File: config.mk
export PLATFORM = sky130hd
export DESIGN_NAME = apb_modport_flat
export DESIGN_NICKNAME = d
export VERILOG_FILES = /design/src/rtl/apb_modport_if.sv /design/src/rtl/apb_modport.sv /design/src/flat_wrapper.sv
export SDC_FILE = /design/constraint.sdc
export NUM_CORES = 1
export LEC_CHECK = 0
export ABC_AREA = 1
export BUFFER_PORTS_ARGS = -buffer_cell sky130_fd_sc_hd__buf_2
export CAP_MARGIN = 20
export CORE_MARGIN = 5
export CORE_UTILIZATION = 60
export CTS_BUF_LIST = sky130_fd_sc_hd__clkbuf_2
export CTS_CLUSTER_SIZE = 24
export DETAILED_ROUTE_END_ITERATION = 8
export PLACE_DENSITY = 0.72
export SLEW_MARGIN = 20
export SYNTH_ARGS = -nofsm -noshare
export SYNTH_HDL_FRONTEND = slang
export SYNTH_SLANG_ARGS = --single-unit
File: constraint.sdc
create_clock -name PCLK -period 4.55 [get_ports PCLK]
set_clock_uncertainty 0.15 [all_clocks]
set_input_delay 0.2275 -clock PCLK [delete_from_list [all_inputs] [get_ports PCLK]]
set_output_delay 0.2275 -clock PCLK [all_outputs]
set_load 0.05 [all_outputs]
File: src/rtl/apb_modport_if.sv
// Request/response bundle between a transfer requester and the apb_modport block.
// The requester uses the master modport; apb_modport uses the slave modport.
interface apb_modport_if #(
    parameter int ADDR_WIDTH = 9,
    parameter int DATA_WIDTH = 8
);
    logic                  transfer;
    logic                  READ_WRITE;
    logic [ADDR_WIDTH-1:0] apb_write_paddr;
    logic [DATA_WIDTH-1:0] apb_write_data;
    logic [ADDR_WIDTH-1:0] apb_read_paddr;
    logic [DATA_WIDTH-1:0] apb_read_data_out;
    logic                  PSLVERR;

    modport master (
        output transfer,
        output READ_WRITE,
        output apb_write_paddr,
        output apb_write_data,
        output apb_read_paddr,
        input  apb_read_data_out,
        input  PSLVERR
    );

    modport slave (
        input  transfer,
        input  READ_WRITE,
        input  apb_write_paddr,
        input  apb_write_data,
        input  apb_read_paddr,
        output apb_read_data_out,
        output PSLVERR
    );
endinterface

File: src/rtl/apb_modport.sv
// APB master FSM driving two internal zero-wait-state slaves, each 64 words deep.
// Address bit 8 picks the slave, bits 7:6 must be 00, bits 5:0 index the word.
module apb_modport #(
    parameter int ADDR_WIDTH = 9,
    parameter int DATA_WIDTH = 8
) (
    input  logic         PCLK,
    input  logic         PRESETn,
    apb_modport_if.slave bus
);
    localparam int MEM_DEPTH = 64;

    typedef enum logic [1:0] {
        S_IDLE   = 2'd0,
        S_SETUP  = 2'd1,
        S_ACCESS = 2'd2
    } state_t;

    state_t                r_state;
    logic                  r_rw;
    logic [ADDR_WIDTH-1:0] r_addr;
    logic [DATA_WIDTH-1:0] r_wdata;
    logic [DATA_WIDTH-1:0] r_rdata;
    logic                  r_pslverr;
    logic [DATA_WIDTH-1:0] r_mem1 [MEM_DEPTH];
    logic [DATA_WIDTH-1:0] r_mem2 [MEM_DEPTH];

    logic                  w_psel;
    logic                  w_penable;
    logic                  w_pwrite;
    logic                  w_pready;
    logic                  w_complete;
    logic                  w_err;
    logic                  w_sel2;
    logic                  w_start;
    logic [5:0]            w_index;
    logic [ADDR_WIDTH-1:0] w_next_addr;
    logic [DATA_WIDTH-1:0] w_rd_word;

    assign w_psel      = (r_state != S_IDLE);
    assign w_penable   = (r_state == S_ACCESS);
    assign w_pwrite    = ~r_rw;
    assign w_pready    = 1'b1;
    assign w_complete  = w_psel & w_penable & w_pready;
    assign w_err       = |r_addr[7:6];
    assign w_sel2      = r_addr[8];
    assign w_index     = r_addr[5:0];
    assign w_rd_word   = w_sel2 ? r_mem2[w_index] : r_mem1[w_index];
    assign w_next_addr = bus.READ_WRITE ? bus.apb_read_paddr : bus.apb_write_paddr;

    // A new request is captured on every edge that enters SETUP, from IDLE or from a completing ACCESS.
    assign w_start = bus.transfer & ((r_state == S_IDLE) | ((r_state == S_ACCESS) & w_pready));

    // NOTE: all sequential state uses non-blocking assignments so every register samples pre-edge values.
    always_ff @(posedge PCLK or negedge PRESETn) begin
        if (!PRESETn) begin
            r_state   <= S_IDLE;
            r_rw      <= 1'b0;
            r_addr    <= '0;
            r_wdata   <= '0;
            r_rdata   <= '0;
            r_pslverr <= 1'b0;
        end else begin
            r_pslverr <= 1'b0;
            if (w_start) begin
                r_rw    <= bus.READ_WRITE;
                r_addr  <= w_next_addr;
                r_wdata <= bus.apb_write_data;
            end
            if (w_complete && !w_pwrite) begin
                r_rdata <= w_err ? '0 : w_rd_word;
            end
            case (r_state)
                S_IDLE:   if (bus.transfer) r_state <= S_SETUP;
                S_SETUP: begin
                    r_state   <= S_ACCESS;
                    r_pslverr <= w_err;
                end
                S_ACCESS: r_state <= bus.transfer ? S_SETUP : S_IDLE;
                default:  r_state <= S_IDLE;
            endcase
        end
    end

    // NOTE: the memories are cleared by reset because a reset must leave every stored word reading back 0.
    always_ff @(posedge PCLK or negedge PRESETn) begin
        if (!PRESETn) begin
            for (int i = 0; i < MEM_DEPTH; i++) begin
                r_mem1[i] <= '0;
                r_mem2[i] <= '0;
            end
        end else if (w_complete && w_pwrite && !w_err) begin
            if (w_sel2) r_mem2[w_index] <= r_wdata;
            else        r_mem1[w_index] <= r_wdata;
        end
    end

    assign bus.apb_read_data_out = r_rdata;
    assign bus.PSLVERR           = r_pslverr;
endmodule

File: src/flat_wrapper.sv
// flat-port wrapper written by rule: the top's interface ports become plain ports
module apb_modport_flat 
#(
    parameter int ADDR_WIDTH = 9,
    parameter int DATA_WIDTH = 8
)
  (PCLK, PRESETn, bus_transfer, bus_READ_WRITE, bus_apb_write_paddr, bus_apb_write_data, bus_apb_read_paddr, bus_apb_read_data_out, bus_PSLVERR);
  apb_modport_if #(.ADDR_WIDTH(ADDR_WIDTH), .DATA_WIDTH(DATA_WIDTH)) bus_i ();
  input  logic PCLK;
  input  logic PRESETn;
  input wire logic [$bits(bus_i.transfer)-1:0] bus_transfer;
  input wire logic [$bits(bus_i.READ_WRITE)-1:0] bus_READ_WRITE;
  input wire logic [$bits(bus_i.apb_write_paddr)-1:0] bus_apb_write_paddr;
  input wire logic [$bits(bus_i.apb_write_data)-1:0] bus_apb_write_data;
  input wire logic [$bits(bus_i.apb_read_paddr)-1:0] bus_apb_read_paddr;
  output wire logic [$bits(bus_i.apb_read_data_out)-1:0] bus_apb_read_data_out;
  output wire logic [$bits(bus_i.PSLVERR)-1:0] bus_PSLVERR;
  assign bus_i.transfer = bus_transfer;
  assign bus_i.READ_WRITE = bus_READ_WRITE;
  assign bus_i.apb_write_paddr = bus_apb_write_paddr;
  assign bus_i.apb_write_data = bus_apb_write_data;
  assign bus_i.apb_read_paddr = bus_apb_read_paddr;
  assign bus_apb_read_data_out = bus_i.apb_read_data_out;
  assign bus_PSLVERR = bus_i.PSLVERR;
  apb_modport #(.ADDR_WIDTH(ADDR_WIDTH), .DATA_WIDTH(DATA_WIDTH)) u_core (.PCLK(PCLK), .PRESETn(PRESETn), .bus(bus_i));
endmodule
# Word level (Yosys, flattened, before mapping)
# Cells that the tools add are included.
# word_totals
ff_bits	1053
out_inout_bits	9
in_bits	30
# classes
reduce_logical	10
bitwise_logic	6
eq_ne	3
order_cmp	2
muxes	17
# ops
operator	count
$bwmux W512	2
$bmux W8 S6	2
$mux W8	7
$demux W8 S6	1
$mux W9	1
$ge A7 B7 Y1 const B	1
$lt A7 B1 Y1 const B	1
$not A6 Y7	1
$pmux W2 S3	1
$logic_and A1 B1 Y1	4
$reduce_and A2 Y1	2
$and A1 B1 Y1	2
$eq A2 B1 Y1 const B	1
$eq A2 B2 Y1 const B	1
$logic_not A2 Y1	1
$mux W1	2
$mux W2	1
$ne A2 B2 Y1 const B	1
$not A1 Y1	2
$reduce_bool A2 Y1	1
$reduce_or A2 Y1	1
$logic_not A1 Y1	1
$or A1 B1 Y1	1

# Logic depth before layout (Yosys ltp)
# logic_depth
word_depth	6
depth_mapped	16
mapped_depth_nobuf	13

# Worst setup path before layout
# OpenSTA, ideal clock, no wires.
# synth_path
path_kind	register -> register
startpoint	reg u_core.r_addr[7]
endpoint	reg u_core.r_mem1[77] (netlist name)
arrival_time_ns	1.691
path_stages_with_launch	11
synth_period_minus_slack_ns	1.976
setup_ns	0.135
setup_slack_ns	2.574
path_cell_list	dfrtp_1 -> nor2_1 -> inv_1 -> nor2_1 -> nand2_1 -> nor2_4 -> buf_2 -> nand2_2 -> buf_2 -> nand2_1 -> o21ai_1
# synth_between
elab_chain_cells	4
# synth_rtl
element	line_no	text
start, declared	apb_modport.sv:21	logic [ADDR_WIDTH-1:0] r_addr;
start signal, assigned	apb_modport.sv:67	r_addr <= w_next_addr;
$reduce_or A2 Y1	apb_modport.sv:45	assign w_err = |r_addr[7:6];
$logic_not A1 Y1	apb_modport.sv:92	end else if (w_complete && w_pwrite && !w_err) begin
$logic_and A1 B1 Y1	apb_modport.sv:92	
$reduce_and A2 Y1 (no source line)	--	
end signal, assigned by index	apb_modport.sv:94	else r_mem1[w_index] <= r_wdata;
end, declared	apb_modport.sv:25	logic [DATA_WIDTH-1:0] r_mem1 [MEM_DEPTH];
# No other way between the ends.
# A chain may end at the register's enable or synchronous reset.

# Final worst setup path
# layout_path
startpoint	reg u_core.r_state[0]
endpoint	reg u_core.r_addr[3]
# layout_between
elab_chain_cells	3
# layout_rtl
element	line_no	text
start, declared	apb_modport.sv:19	state_t r_state;
start signal, assigned	apb_modport.sv:79	S_ACCESS: r_state <= bus.transfer ? S_SETUP : S_IDLE;
$eq A2 B2 Y1 / $logic_not A2 Y1 (equally long branches)	apb_modport.sv:52	assign w_start = bus.transfer & ((r_state == S_IDLE) | ((r_state == S_ACCESS) & w_pready));
$or A1 B1 Y1 *	apb_modport.sv:52	
$and A1 B1 Y1 *	apb_modport.sv:52	
# Mark *: on every way between the ends. The rest lies on a longest branch, timed or not.

==> impl_metrics.env <==
export IMPL_clkTransAtPathRegs_ns=0.14
export IMPL_core_um2=83560
export IMPL_power_mw=18.63
export IMPL_finalSetupViolations=0
export IMPL_start_util_pct=60.48
export IMPL_worst_pin_slew_ns=1.120
export IMPL_min_period_over_period_pct=94.07
export IMPL_setup_worst_path_class="flop to flop"
export IMPL_ys_types=26
export IMPL_dp_slack_ns=1.374
export IMPL_area_growth_syn_to_layout_pct=7.009
export IMPL_rsz0062_at_grt="no"
export IMPL_drive_gt1_share_pct=11.51
export IMPL_critPathArrivalTime_ns=5.57
export IMPL_fmax_mhz=233.6
export IMPL_gr_total_overflow=0
export IMPL_synth_area_per_cell_um2=7.530
export IMPL_postCtsSetupBuffers=0
export IMPL_rows=106
export IMPL_h_tree_depth=5
export IMPL_final_hold_violation_count=0
export IMPL_grt_pass1_vias=43840
export IMPL_viasPerCell=5.665
export IMPL_wl_per_cell_um=19.59
export IMPL_end_kind="flop"
export IMPL_cts_buffers=295
export IMPL_crit_fanout=33
export IMPL_design_area_um2=54080
export IMPL_grt_max_degree=169
export IMPL_fin_cells=8021
export IMPL_cts_root_buf="clkbuf_2"
export IMPL_finalCriticalPeriod_ns=4.280
export IMPL_p_per_area_nw_per_um2=344.4
export IMPL_syn_inst=6711
export IMPL_drt_total_wl_mm=157.2
export IMPL_dr_pass1_iters=7
export IMPL_route_vias_total=45440
export IMPL_tns_ns=0
export IMPL_syn_nets=6741
export IMPL_finalNetCount=6788
export IMPL_crit_path_start_kind="flop"
export IMPL_leakage_nw=27.58
export IMPL_slew_headroom_pct=25.35
export IMPL_grt_pass1_wl_mm=249.3
export IMPL_drt_iter0_drc=5047
export IMPL_holdWs_ns=0.3183
export IMPL_placedCellCount=7437
export IMPL_status="finished, final reports clean"
export IMPL_clk_latency_ns=1.52
export IMPL_dieArea_um2=90130
export IMPL_place_area_um2=50640
export IMPL_hpwl_mm=92.35
export IMPL_globalplace_congestion=0.9407
export IMPL_cts_buffer_depth=4
export IMPL_dieHeight_um=300.2
export IMPL_ys_seq_elements=1053
export IMPL_io_buffers=38
export IMPL_fp_dieW_um=300.2
export IMPL_cts_sinks=1053
export IMPL_antenna_found_initial=6
export IMPL_fin_util_pct=64.72
export IMPL_fin_ws_ns=0.2698
export IMPL_drc_errors=0
export IMPL_gr_usage_all_layers_pct=35.09
export IMPL_yosysWarnings=0
export IMPL_min_path_type="primary input to asynchronous set/reset pin"
export IMPL_ant_nets=0
export IMPL_maxCapViolCount=0
export IMPL_io_pins=39
export IMPL_ir_drop_mv=0.2472
export IMPL_netlist_area_um2=50530
export IMPL_cts_tree="done"
export IMPL_critPathRequiredTime_ns=5.84
export IMPL_drv_slew=0
export IMPL_ys_seq_area_share_pct=52.14
[critical path, stage by stage, from the launching register on]
cell	delay, ns
dfrtp_1	0.46
inv_1	0.12
nand2_1	0.22
inv_1	0.80
o21ai_0	0.45
dlygate4sd3_1	0.73
o22ai_1	0.11
dlygate4sd3_1	0.58
dlygate4sd3_1	0.58
[flip-flops by register name, summed over array words and instances, names as in the netlist]
register / flops
u_core.r_wdata: 8
u_core.r_mem2: 512
u_core.r_state: 2
u_core.bus.PSLVERR: 1
u_core.r_rw: 1
u_core.r_addr: 9
u_core.r_mem1: 512
u_core.bus.apb_read_data_out: 8
[layout make-up]
class | count | area (um2)
fillers | 7560 | 29480
clock buffers | 420 | 2102
well taps | 1080 | 1351
flip-flops and latches | 1053 | 26360
clock inverters | 51 | 249.0
repair buffers | 212 | 2072
inverters | 46 | 230.2
multi-input cells | 5150 | 21690
diodes | 9 | 22.52
[worst paths after layout]
| check | from | to | depth (start not counted) | slack (ns) |
|---|---|---|---|---|
| worst max-delay path | u_core.r_state[0]$_DFFE_PN0P_ | u_core.r_addr[3]$_DFFE_PN0P_ | 8 | 0.27 |
| worst min-delay path | PRESETn | u_core.r_mem2[434]$_DFFE_PN0P_ | 5 | 0.32 |
| worst max register to register | u_core.r_state[0]$_DFFE_PN0P_ | u_core.r_addr[3]$_DFFE_PN0P_ | 8 | 0.27 |
| worst min register to register | u_core.r_state[1]$_DFFE_PN0P_ | u_core.r_state[1]$_DFFE_PN0P_ | 1 | 0.32 |
| max in group asynchronous | PRESETn | u_core.r_mem2[251]$_DFFE_PN0P_ | 6 | 2.66 |
| min in group PCLK | u_core.r_state[1]$_DFFE_PN0P_ | u_core.r_state[1]$_DFFE_PN0P_ | 1 | 0.32 |
[metal layers]
layer | up-vias | wire (um) | global-route usage, % | share of wire (%)
met2 | 2125 | 70620 | 53.62 | 45
met3 | 517 | 14480 | 8.759 | 9.2
met1 | 21430 | 63640 | 46.72 | 40
li1 | 21370 | - | - | -
met4 | 4 | 8396 | 18.56 | 5.3
met5 | - | 27 | 0 | 0.017
[cell usage in the layout (no fill, tap or decap), types with 9 or more instances in the layout]
| master | count |
|---|---|
| buf_12 | 23 |
| inv_4 | 17 |
| diode_2 | 9 |
| o21ai_1 | 607 |
| inv_2 | 17 |
| nor2_1 | 86 |
| o21ai_2 | 55 |
| inv_1 | 16 |
| buf_2 | 37 |
| buf_4 | 47 |
| nor2_4 | 33 |
| o21ai_0 | 404 |
| dfrtp_1 | 1050 |
| dlygate4sd3_1 | 103 |
| clkinv_1 | 39 |
| nor2_2 | 20 |
| nand2_2 | 102 |
| a21oi_1 | 67 |
| clkbuf_2 | 420 |
| nand3_1 | 34 |
| nand2_1 | 3717 |
[cell usage after synthesis, drive strengths merged]
cell / instances / share of area, %
a21oi: 67 / 0.66
buf: 240 / 2.9
or2: 5 / 0.062
nor3: 10 / 0.26
o211ai: 3 / 0.045
nor2: 139 / 1.6
o21ai: 1066 / 11
nand3: 34 / 0.34
nand2: 3819 / 29
o22ai: 7 / 0.087
dfrtp: 1053 / 52
clkbuf: 222 / 1.6
clkinv: 2 / 0.015
inv: 44 / 0.37
[logic make-up after synthesis]
group           count (synthesis)  share of synthesized area [%]
buf+inv                       508                          4.940
compound gates               1143                          11.76
flops                        1053                          52.14
simple gates                 4007                          31.16
[timing repair]
| action | 4_1_cts | 5_1_grt |
|---|---|---|
| hold buffers | 104 | 0 |
| resized for setup | 0 | 0 |
| endpoints found under the hold margin | 1072 | 0 |
| setup endpoints to repair | 0 | 0 |
[report_power, final]
| group | switching, mW | internal, mW | leakage (nW) |
|---|---|---|---|
| clock | 3.95 | 2.54 | 1.88 |
| combinational | 2.05 | 0.431 | 11.0 |
| sequential | 0.177 | 9.48 | 14.7 |
No activity file was read; power rests on OpenSTA's default activity.
